<file path="src/rtl/frame_buffer_writer.sv">
// frame_buffer_writer: writes an ingress byte stream into a circular packet ram and publishes per-frame descriptors
// Ports:
//   clock, reset                         clock and asynchronous active-high reset
//   in_valid/in_ready/in_data/in_last/in_error   upstream frame byte stream
//   write_vaild/write_ready/write_address/write_data   ram write port (zero-latency pass-through)
//   desc_valid/desc_ready/desc_start/desc_length       descriptor of each good frame
//   release_valid/release_length         reader returns committed entries
//   drop_count                           saturating count of discarded frames
module frame_buffer_writer #(
   parameter int WIDTH = 8,
   parameter int DEPTH = 2048,
   parameter int AW = $clog2(DEPTH),
   parameter int LW = $clog2(DEPTH) + 1
) (
   input  logic             clock,
   input  logic             reset,
   input  logic             in_valid,
   output logic             in_ready,
   input  logic [WIDTH-1:0] in_data,
   input  logic             in_last,
   input  logic             in_error,
   output logic             write_vaild,
   input  logic             write_ready,
   output logic [AW-1:0]    write_address,
   output logic [WIDTH-1:0] write_data,
   output logic             desc_valid,
   input  logic             desc_ready,
   output logic [AW-1:0]    desc_start,
   output logic [LW-1:0]    desc_length,
   input  logic             release_valid,
   input  logic [LW-1:0]    release_length,
   output logic [15:0]      drop_count
);
   typedef enum logic [1:0] {IDLE, WRITE, DESC, DROP} state_t;
   localparam logic [LW-1:0] FULL = LW'(DEPTH);
   state_t state_q, state_d;
   logic [AW-1:0] wr_ptr_q, wr_ptr_d, start_q, start_d;
   logic [LW-1:0] len_q, len_d, used_q, used_d, len_n;
   logic [15:0] drop_q, drop_d;
   logic accepting, space, wr, over, bad, good, discard;
   // space comes from registered occupancy, so a release only unblocks the next cycle
   assign space = used_q != FULL;
   assign accepting = !reset && (state_q == IDLE || state_q == WRITE);
   assign write_vaild = accepting && in_valid && space;
   assign in_ready = !reset && (state_q == DROP || (accepting && write_ready && space));
   assign wr = write_vaild && write_ready;
   // a full-length frame that keeps going can never fit: abandon it
   assign over = state_q == WRITE && len_q == FULL && in_valid;
   assign bad = wr && in_last && in_error;
   assign good = wr && in_last && !in_error;
   assign discard = bad || over;
   assign len_n = len_q + LW'(wr);
   assign write_address = wr_ptr_q;
   assign write_data = in_data;
   assign desc_valid = state_q == DESC;
   assign desc_start = start_q;
   assign desc_length = len_q;
   assign drop_count = drop_q;
   always_comb begin
      start_d = (wr && state_q == IDLE) ? wr_ptr_q : start_q;
      wr_ptr_d = discard ? start_d : wr_ptr_q + AW'(wr);
      used_d = used_q + LW'(wr) - (release_valid ? release_length : '0) - (discard ? len_n : '0);
      len_d = (discard || (state_q == DESC && desc_ready)) ? '0 : len_n;
      drop_d = (discard && drop_q != 16'hFFFF) ? drop_q + 16'd1 : drop_q;
      state_d = over ? DROP :
                good ? DESC :
                bad ? IDLE :
                (state_q == IDLE && wr) ? WRITE :
                (state_q == DESC && desc_ready) ? IDLE :
                (state_q == DROP && in_valid && in_last) ? IDLE : state_q;
   end
   always_ff @(posedge clock or posedge reset) begin
      if (reset) begin
         state_q <= IDLE;
         wr_ptr_q <= '0;
         start_q <= '0;
         len_q <= '0;
         used_q <= '0;
         drop_q <= '0;
      end else begin
         state_q <= state_d;
         wr_ptr_q <= wr_ptr_d;
         start_q <= start_d;
         len_q <= len_d;
         used_q <= used_d;
         drop_q <= drop_d;
      end
   end
endmodule
</file>
<file path="config.mk">
export PLATFORM = sky130hd
export DESIGN_NAME = frame_buffer_writer
export DESIGN_NICKNAME = d
export VERILOG_FILES = /design/src/rtl/frame_buffer_writer.sv
export SDC_FILE = /design/constraint.sdc
export NUM_CORES = 1
export LEC_CHECK = 0
export CORE_UTILIZATION = 46
export DETAILED_ROUTE_END_ITERATION = 8
export PLACE_DENSITY = 0.73
export SLEW_MARGIN = 10
export SYNTH_ARGS = -nofsm -noshare
export SYNTH_HDL_FRONTEND = slang
export SYNTH_SLANG_ARGS = --single-unit
</file>
<file path="constraint.sdc">
create_clock -name clock -period 4 [get_ports clock]
set_input_delay 1.2 -clock clock [delete_from_list [all_inputs] [get_ports clock]]
set_output_delay 1.2 -clock clock [all_outputs]
set_load 0.02 [all_outputs]
</file>
== Word-level counts from Yosys, hierarchy flattened ==
Index checks and enable logic that the tools add are counted.

* Add/sub/neg operators: 6
* $mul: 0
* Divide/modulo/power cells: 0
* Magnitude comparators: 0
* Eq/ne operators: 6
* Shift-type cells: 0
* Muxes and demuxes: 11
* Bitwise gates (word level): 0
* Reductions and logical operators: 25

{| class="wikitable"
|+ Operators with widths
! operator !! number
|-
| two-way mux 12 bit || 3
|-
| adder 12 x 1 -> 12 bit || 2
|-
| subtractor 12 bit || 2
|-
| two-way mux 11 bit || 2
|-
| logical AND 1 bit || 17
|-
| adder 16 x 1 -> 16 bit (second input constant) || 1
|-
| inequality test 16 bit (second input constant) || 1
|-
| equality test 12 bit (second input constant) || 1
|-
| two-way mux 2 bit || 6
|-
| inequality test 12 bit (second input constant) || 1
|-
| adder 11 x 1 -> 11 bit || 1
|-
| nonzero test 6 bit || 1
|-
| equality test 2 bit (second input constant) || 2
|-
| logical OR 1 bit || 4
|-
| equality test 2 x 1 -> 1 bit (second input constant) || 1
|-
| logical NOT 1 bit || 2
|-
| logical NOT 2 bit || 1
|}

* Bits in registers: 64
* Latch bits: 0
* Memory bits (writable): 0
* ROM bits: 0
* Input bits: 28
* Word-level logic and storage cells: 54
* Memories: 0

== Depth between registers and ports, before layout ==
Gate-level depths: netlist (run 1).

* Word-level depth: 11
* Depth in mapped cells: 18
* Mapped depth without buffers: 18

== Worst setup path before layout (run 1) ==
No wires, ideal clock.

* Kind: input -> register
* From: in reset
* To: reg used_q[11]
* Arrival time: 4.802 ns
* Data required time: 3.875 ns
* Setup slack: -0.927 ns
* Stages on the path: 18
* Path through: or3b_1 -> a311o_2 -> inv_1 -> ha_1 -> ha_1 -> inv_1 -> nor2_1 -> ha_1 -> inv_1 -> fa_1 -> ha_1 -> fa_1 -> a21oi_1 -> nor2b_1 -> o31ai_1 -> a21oi_1 -> a31oi_1 -> xnor2_1

* Longest elaborated chain between the ends: 10

{| class="wikitable"
|+ RTL lines
! what !! RTL line !! RTL
|-
| from (decl) || 16 || <nowiki>input logic reset,</nowiki>
|-
| logical NOT 1 bit (no source line) * || -- ||
|-
| logical AND 1 bit * || 43 || <nowiki>assign accepting = !reset && (state_q == IDLE || state_q == WRITE);</nowiki>
|-
| logical AND 1 bit * (2 in a row) || 44 || <nowiki>assign write_vaild = accepting && in_valid && space;</nowiki>
|-
| logical AND 1 bit * || 46 || <nowiki>assign wr = write_vaild && write_ready;</nowiki>
|-
| parallel branches: the longest is 4 deep, another holds adder 12 x 1 -> 12 bit || -- ||
|-
| subtractor 12 bit * || 62 || <nowiki>used_d = used_q + LW'(wr) - (release_valid ? release_length : '0) - (discard ? len_n : '0);</nowiki>
|-
| net used_d[11] || 38 || <nowiki>logic [LW-1:0] len_q, len_d, used_q, used_d, len_n;</nowiki>
|-
| to (signal assigned) || 85 || <nowiki>used_q <= used_d;</nowiki>
|-
| to (decl) || 38 ||
|}

Mark *: on every way through the listed nets, which the timed path passes.
A chain may end at the register's enable or synchronous reset.

== Worst setup path after layout (run 1) ==
* From: in reset
* To: reg used_q[9]

The elaborated chain is that of the path after synthesis.

==> results of run 1 <==
==> cell families (layout without fill, tap and decap cells) <==
family,count (synthesis),after routing,synth area share [%]
and+or+nand+nor,122,122,15.7
DFF,64,64,41.7
xor gates and xnor gates,45,45,10.3
buffers and inverters,43,180,5.06
adders and majority gates,38,38,14.7
AOI/OAI and AO/OA,25,25,5.15
muxes,25,25,7.31
==> area by class of cell <==
class                      instances  area share (%)
clock buffer                       9            2.18
multi-input combinational        255            42.2
inverter                          30            1.98
clock inverter                     7            1.80
tap                              102            2.24
sequential                        64            28.1
timing repair buffer             134            21.5
==> per-stage QoR <==
stage | setup TNS, ns | cells | instance area (sq um) | power, mW
2_1_floorplan | -3.73 | 362 | 3970 | 2.07
3_3_place_gp | -9.50 | 570 | 5090 | 2.64
3_5_place_dp | -9.86 | 570 | 5090 | 2.71
4_1_cts | -2.86 | 596 | 5580 | 3.66
5_1_grt | -4.61 | 601 | 5690 | 4.15
6_report | -3.27 | 601 | 5690 | 3.89
==> sequential cells by signal, indices dropped and copies added (netlist names) <==
| register | cells |
|---|---|
| drop_count | 16 |
| desc_length | 12 |
| used_q | 12 |
| desc_start | 11 |
| write_address | 11 |
| state_q | 2 |
==> worst register-to-register path, cell delays in order, from the launching register on <==
cell and delay [ns]:
dfrtp_1 0.41, nor4_1 0.40, buf_4 0.20, a311o_2 0.18
inv_2 0.05, ha_4 0.16, ha_4 0.17, buf_6 0.12
xnor2_4 0.15, nor2_2 0.07, fa_1 0.56, inv_2 0.05
ha_4 0.23, fa_2 0.41, a21oi_2 0.17, nor2b_2 0.08
o31ai_4 0.27, a21oi_2 0.11, buf_4 0.15, xor2_1 0.13
==> cells in the final DEF, fill, tap and decap left out, types with 5 or more instances in the layout <==
cell type | netlist | routed
clkdlybuf4s50_1 | 0 | 69
dfrtp_1 | 64 | 64
buf_4 | 8 | 57
nor2_1 | 33 | 28
mux2_2 | 24 | 24
inv_1 | 30 | 22
nand2_1 | 22 | 20
xnor2_1 | 26 | 20
nand3_1 | 19 | 17
xor2_1 | 19 | 17
ha_4 | 0 | 14
ha_1 | 26 | 11
fa_1 | 12 | 10
clkbuf_8 | 0 | 9
inv_2 | 0 | 8
and2_1 | 7 | 7
nor4_1 | 6 | 6
nand4_1 | 6 | 6
and3_1 | 6 | 6
nor3_1 | 7 | 6
xnor2_2 | 0 | 5
buf_6 | 0 | 5
==> final timing paths <==
| kind | end | cells past startpoint |
|---|---|---|
| max | used_q[9] | 19 |
| min | drop_count[7] | 1 |
| max reg2reg | used_q[9] | 19 |
| min reg2reg | drop_count[7] | 1 |
| max in group asynchronous | used_q[5] | 4 |
| min in group asynchronous | state_q[1] | 4 |
==> power groups by stage <==
stage               Sequential [mW]  Clock (mW)  Combinational [mW]
floorplan                      1.00           0                1.07
global placement              0.919           0                1.72
detailed placement            0.924           0                1.79
CTS                           0.915       0.648                2.10
global route                  0.933       0.683                2.53
finish                        0.914       0.651                2.33
==> repair_timing <==
action                     4_1_cts  5_1_grt
gates resized for setup         42       14
setup endpoints to repair       11        9
setup buffers                   10        6
pin swaps                       34       21
==> metal layers <==
layer | vias to the layer above | track usage [%] | wire length, um
li1 | 1479 | - | -
met3 | 15 | 2.52 | 240
met2 | 60 | 40.9 | 4930
met1 | 1543 | 30.1 | 4290
met5 | - | 0 | 0
met4 | 0 | 8.46 | 150
==> results.tsv, run 1 <==
stage	metric	value	unit
power_and_ir_drop	p_clk_share	16.7	%
setup_path	worst-path-max-fanout	3	
status	outcome	finished with violations	
cells_and_area	syn2layout_area_growth	48.4	%
logic_synthesis	synth_common_cells	64 x dfrtp_1, 33 x nor2_1, 30 x inv_1	
setup_path	cpLargestDelayFamily	adder cells	
setup_path	startpoint	reset	
power_and_ir_drop	p_int	2.46	mW
status	failed_checks	negative setup slack	
power_and_ir_drop	vdd_drop_max	0.000644	V
detailed_routing	via_per_inst	5.15	
detailed_routing	drc	0	
placement	place_ws	-1.41	ns
floorplan	start_util	48.6	%
logic_synthesis	yosysTopAreaCellShare	41.7	%
setup_path	worst-setup-path-type	primary input to register	
logic_synthesis	yosysTopAreaCell	dfrtp_1	
setup_path	ff2ff_setup_slack	-0.17	ns
setup_path	timing.rr.start	used_q[6]	
power_and_ir_drop	p_sw	1.44	mW
clocking	clock_latency	0.35	ns
floorplan	core_area	0.00789	sq mm
detailed_routing	final_antenna_net_count	0	
detailed_routing	first_pass_iters	4	
sta	tightest_slew	0.465	ns
setup_path	cp.buffers_inverters	5	
worst_hold_path	min_from	drop_count[7]	
detailed_routing	wl_per_cell	16.0	um
floorplan	die_h	93.3	um
setup_path	critPathMaxStageDelay	0.56	ns
floorplan	io-pin-count	89	
clocking	cts_tree	yes	
sta	period_needed	4.58	ns
global_route	grt_overflow	0	
floorplan	die_area	0.00871	sq mm
power_and_ir_drop	p_seq_share	23.5	%
job	drv_cap	0	
power_and_ir_drop	switching_share	36.9	%
global_route	grt_max_degree	65	
clocking	clockBufferDepth	2	
sta	setup_viol_count_final	8	
setup_path	crit_arrival	4.82	ns
setup_path	worstSetupEndpointType	register	
power_and_ir_drop	p_leak	2.57	nW
cells_and_area	multi_input_area	0.00240	sq mm
setup_path	path_cells	buf_8 > or3b_4 > a311o_2 > inv_2 > ha_4 > ha_4 > buf_6 > xnor2_4 > nor2_2 > fa_1 > inv_2 > ha_4 > fa_2 > a21oi_2 > nor2b_2 > o31ai_4 > a21oi_2 > buf_4 > xor2_1	
sta	period_share	115	%
detailed_routing	totalWireLength	9610	um
sta	rsz0062_at_grt	true	
power_and_ir_drop	combinationalPowerShare	59.8	%
sta	hold_viol	0	
cells_and_area	nNetsFinal	560	
clocking	numCtsBuffers	9	
sta	fin_worst_skew	0.0101	ns
cells_and_area	fin_util	72.2	%
setup_path	critical_path.most_common_cell	ha_4	
cells_and_area	seq_area	0.00160	sq mm
placement	gp_congestion	0.830	
clocking	hold_buffers	0	
global_route	grtUsageTotal	23.5	%
placement	port_buffers	72	
floorplan	placement_rows	32	
logic_synthesis	synth.most_common_cell	dfrtp_1	
sta	slew_viol_final	0	
sta	fmax	0.218	GHz
logic_synthesis	syn_area	0.00384	sq mm
cells_and_area	fill_cells	566	
detailed_routing	drt_iter0_drc	155	
cells_and_area	drive_gt1_share	32.7	%
power_and_ir_drop	power_density	684	mW/mm^2
logic_synthesis	ys_seq_elements	64	
sta	relSlewSlack	68.9	%
logic_synthesis	ys_warn_count	0	
setup_path	crit_required	4.24	ns
logic_synthesis	synth_edf_count	0	
clocking	htree_levels	3	
global_route	antenna_found_initial	0	
placement	dp_hpwl	6750	um
logic_synthesis	ys_seq_area_share	41.7	%
logic_synthesis	synth_fp_nets	428	
clocking	cts_sinks	64	
setup_path	worstSetupStartpointType	primary input	
setup_path	critPathSlowestCell	fa_1	
global_route	grt_pass1_wl	15600	um
sta	finalWorstSetupSlack	-0.582	ns
logic_synthesis	syn_inst	362	
detailed_routing	num_vias	3097	
logic_synthesis	synth.avg_cell_area	10.6	sq um
logic_synthesis	synth_ff_type	dfrtp_1	
clocking	root_buffer	clkbuf_8	
clocking	path_clk_slew	0.08	ns
global_route	first_global_vias	3234	
logic_synthesis	yosys-top-cells-area	dfrtp_1 42%, ha_1 8.5%, mux2_2 7.0%	
logic_synthesis	synthArstFlopShare	100	%
logic_synthesis	synth.distinct_cells	42	
floorplan	die_w	93.3	um
worst_hold_path	hold_path.class	register to register	
cells_and_area	n_antenna_cell	0	
sta	whs	0.503	ns
(Power assumes the default switching activity.)
==> inputs of run 2 (changes only) <==
--- a/config.mk
+++ b/config.mk
@@ -6,6 +6,7 @@
 export NUM_CORES = 1
 export LEC_CHECK = 0
 export CORE_UTILIZATION = 46
+export CTS_BUF_LIST = sky130_fd_sc_hd__clkbuf_16
 export DETAILED_ROUTE_END_ITERATION = 8
 export PLACE_DENSITY = 0.73
 export SLEW_MARGIN = 10
==> results.tsv, run 2 (same netlist as run 1, synthesis figures left out) <==
stage	metric	value	unit	change
status	outcome	finished with violations		
status	failed_checks	negative setup slack		
worst_hold_path	holdPathEnd	drop_count[11]		
power_and_ir_drop	combinationalPowerShare	57.2	%	-2.6 points
setup_path	critPathMaxStageDelay	0.51	ns	-0.05 ns
worst_hold_path	min_path_cells	1		unchanged
power_and_ir_drop	switching_share	35.6	%	-1.3 points
setup_path	worst-setup-path-type	primary input to register		
cells_and_area	drive_gt1_share	33.3	%	+0.67 points
clocking	clock_latency	0.34	ns	about the same
power_and_ir_drop	power_density	715	mW/mm^2	+4.5%
sta	period_needed	4.59	ns	+0.00715 ns
floorplan	start_util	48.6	%	unchanged
sta	fmax	0.218	GHz	-0.16%
sta	fin_worst_skew	0.00740	ns	-0.00271 ns
global_route	first_global_vias	3315		+2.5%
placement	dp_hpwl	6750	um	unchanged
detailed_routing	wl_per_cell	16.8	um	+4.8%
global_route	grt_pass1_wl	16200	um	+3.9%
setup_path	path_cells	buf_8 > or3b_4 > a311o_2 > inv_2 > ha_4 > ha_4 > buf_6 > xnor2_4 > nor2_2 > fa_1 > inv_2 > ha_4 > fa_2 > a21oi_2 > nor2b_2 > o31ai_4 > a21oi_2 > a31oi_2 > xnor2_1		
cells_and_area	n_antenna_cell	0		unchanged
clocking	numCtsBuffers	9		unchanged
floorplan	io-pin-count	89		unchanged
cells_and_area	nNetsFinal	559		-0.18%
setup_path	critPathSlowestCell	fa_1		
global_route	antenna_found_initial	0		unchanged
cells_and_area	syn2layout_area_growth	52.2	%	
global_route	grt_max_degree	65		unchanged
sta	slew_viol_final	0		unchanged
global_route	grt_overflow	0		unchanged
sta	setup_viol_count_final	8		unchanged
sta	rsz0062_at_grt	true		
setup_path	reg2reg_depth	19		unchanged
worst_hold_path	hold_path.class	register to register		
clocking	htree_levels	3		unchanged
sta	tightest_slew	0.431	ns	-0.0338 ns
placement	dp_cells	570		unchanged
setup_path	worst-path-max-fanout	2		-1
clocking	clockBufferDepth	2		unchanged
power_and_ir_drop	p_leak	2.60	nW	+1.4%
floorplan	die_h	93.3	um	unchanged
clocking	root_buffer	clkbuf_16		
placement	gp_congestion	0.830		unchanged
detailed_routing	num_vias	3125		+0.90%
job	drv_cap	0		unchanged
sta	relSlewSlack	70.9	%	+2.0 points
cells_and_area	largest_reg_flops	16		unchanged
cells_and_area	seq_area	0.00160	sq mm	unchanged
cells_and_area	fill_cells	543		-4.1%
setup_path	crit_arrival	4.84	ns	+0.02 ns
detailed_routing	final_antenna_net_count	0		unchanged
setup_path	r2r-end	used_q[11]		
floorplan	die_w	93.3	um	unchanged
power_and_ir_drop	p_clk_share	20.7	%	+4.0 points
clocking	cts_sinks	64		unchanged
setup_path	ff2ff_setup_slack	-0.13	ns	+0.04 ns
clocking	cts_tree	yes		
sta	finalWorstSetupSlack	-0.589	ns	-0.00715 ns
sta	period_share	115	%	+0.18 points
detailed_routing	via_per_inst	5.21		+1.1%
setup_path	crit_required	4.25	ns	about the same
detailed_routing	first_pass_iters	4		unchanged
floorplan	die_area	0.00871	sq mm	unchanged
floorplan	placement_rows	32		unchanged
cells_and_area	final_common_cell	clkdlybuf4s50_1		
worst_hold_path	min_from	drop_count[11]		
global_route	grtUsageTotal	24.5	%	+1.1 points
placement	port_buffers	72		unchanged
setup_path	critical_path.most_common_cell	ha_4		
setup_path	timing.rr.start	used_q[6]		
cells_and_area	final_cells	600		-0.17%
detailed_routing	drc	0		unchanged
detailed_routing	totalWireLength	10100	um	+4.7%
clocking	hold_buffers	0		unchanged
power_and_ir_drop	p_seq_share	22.0	%	-1.5 points
clocking	path_clk_slew	0.06	ns	-0.02 ns
detailed_routing	drt_iter0_drc	148		-4.5%
cells_and_area	multi_input_area	0.00244	sq mm	+1.7%
floorplan	core_area	0.00789	sq mm	unchanged
sta	hold_viol	0		unchanged
cells_and_area	layout_common_cells	69 x clkdlybuf4s50_1, 64 x dfrtp_1, 54 x buf_4		
sta	setup_tns	-3.36	ns	-0.0900 ns
power_and_ir_drop	vdd_drop_max	0.000671	V	+4.2%
power_and_ir_drop	p_sw	1.49	mW	+3.3%
setup_path	worstSetupStartpointType	primary input		
setup_path	worstSetupEndpointType	register		
power_and_ir_drop	p_int	2.69	mW	+9.4%
[run 2: worst max path at each step]
| stage | startpoint | endpoint | slack (ns) |
|---|---|---|---|
| after floorplan | reset | used_q[11] | -0.75 |
| after global placement | reset | used_q[11] | -1.34 |
| after detailed placement | reset | used_q[11] | -1.41 |
| after CTS | reset | used_q[11] | -0.64 |
| after global routing | reset | used_q[11] | -0.74 |
| final | reset | used_q[11] | -0.59 |
[run 2: layer usage]
layer  routed length [um]  GRT usage, %
met5                    0             0
met4                  177          7.56
met3                  351          4.88
met2                 5240          42.9
met1                 4290          30.6
[run 2: cell type report]
class	instances	area share, %
sequential	64	27.4
clock inverter	7	1.76
inverter	30	1.97
clock buffer	9	3.86
tap	102	2.19
multi-input combinational	255	41.8
timing repair buffer	133	20.9
[run 2: critical path, delay by kind of cell]
| kind | cells | cell delay, ns |
|---|---|---|
| AND/OR/NAND/NOR | 3 | 0.50 |
| XOR/XNOR | 2 | 0.28 |
| AO/OA/AOI/OAI | 5 | 1.05 |
| buffers and inverters | 4 | 0.35 |
| adder cells (fa/ha/maj) | 5 | 1.46 |
[run 2: metrics by stage]
stage	setup slack, ns	area [sq um]	util, %	total power [mW]	hold WS (ns)
CTS	-0.636	5710	72.3	3.91	0.501
floorplan	-0.746	3970	-	2.07	0.558
finish	-0.589	5840	74.0	4.17	0.496
global route	-0.737	5840	74.0	4.43	0.526
detailed placement	-1.41	5090	64.6	2.71	0.489
global placement	-1.34	5090	64.6	2.64	0.481
[run 2: timing repair]
| item | 4_1_cts | 5_1_grt |
|---|---|---|
| endpoints found under the setup margin | 11 | 10 |
| gates resized for setup | 47 | 18 |
| endpoints found under the hold margin | 0 | 0 |
| cloned | 0 | 0 |
| buffers inserted | 9 | 7 |
| pin swaps | 32 | 19 |
[run 2: power groups by stage]
| stage | Clock [mW] | Sequential (mW) | Combinational (mW) |
|---|---|---|---|
| after floorplan | 0 | 1.00 | 1.07 |
| after global placement | 0 | 0.919 | 1.72 |
| after detailed placement | 0 | 0.924 | 1.79 |
| after CTS | 0.871 | 0.919 | 2.12 |
| after global routing | 0.904 | 0.937 | 2.59 |
| final | 0.864 | 0.920 | 2.39 |
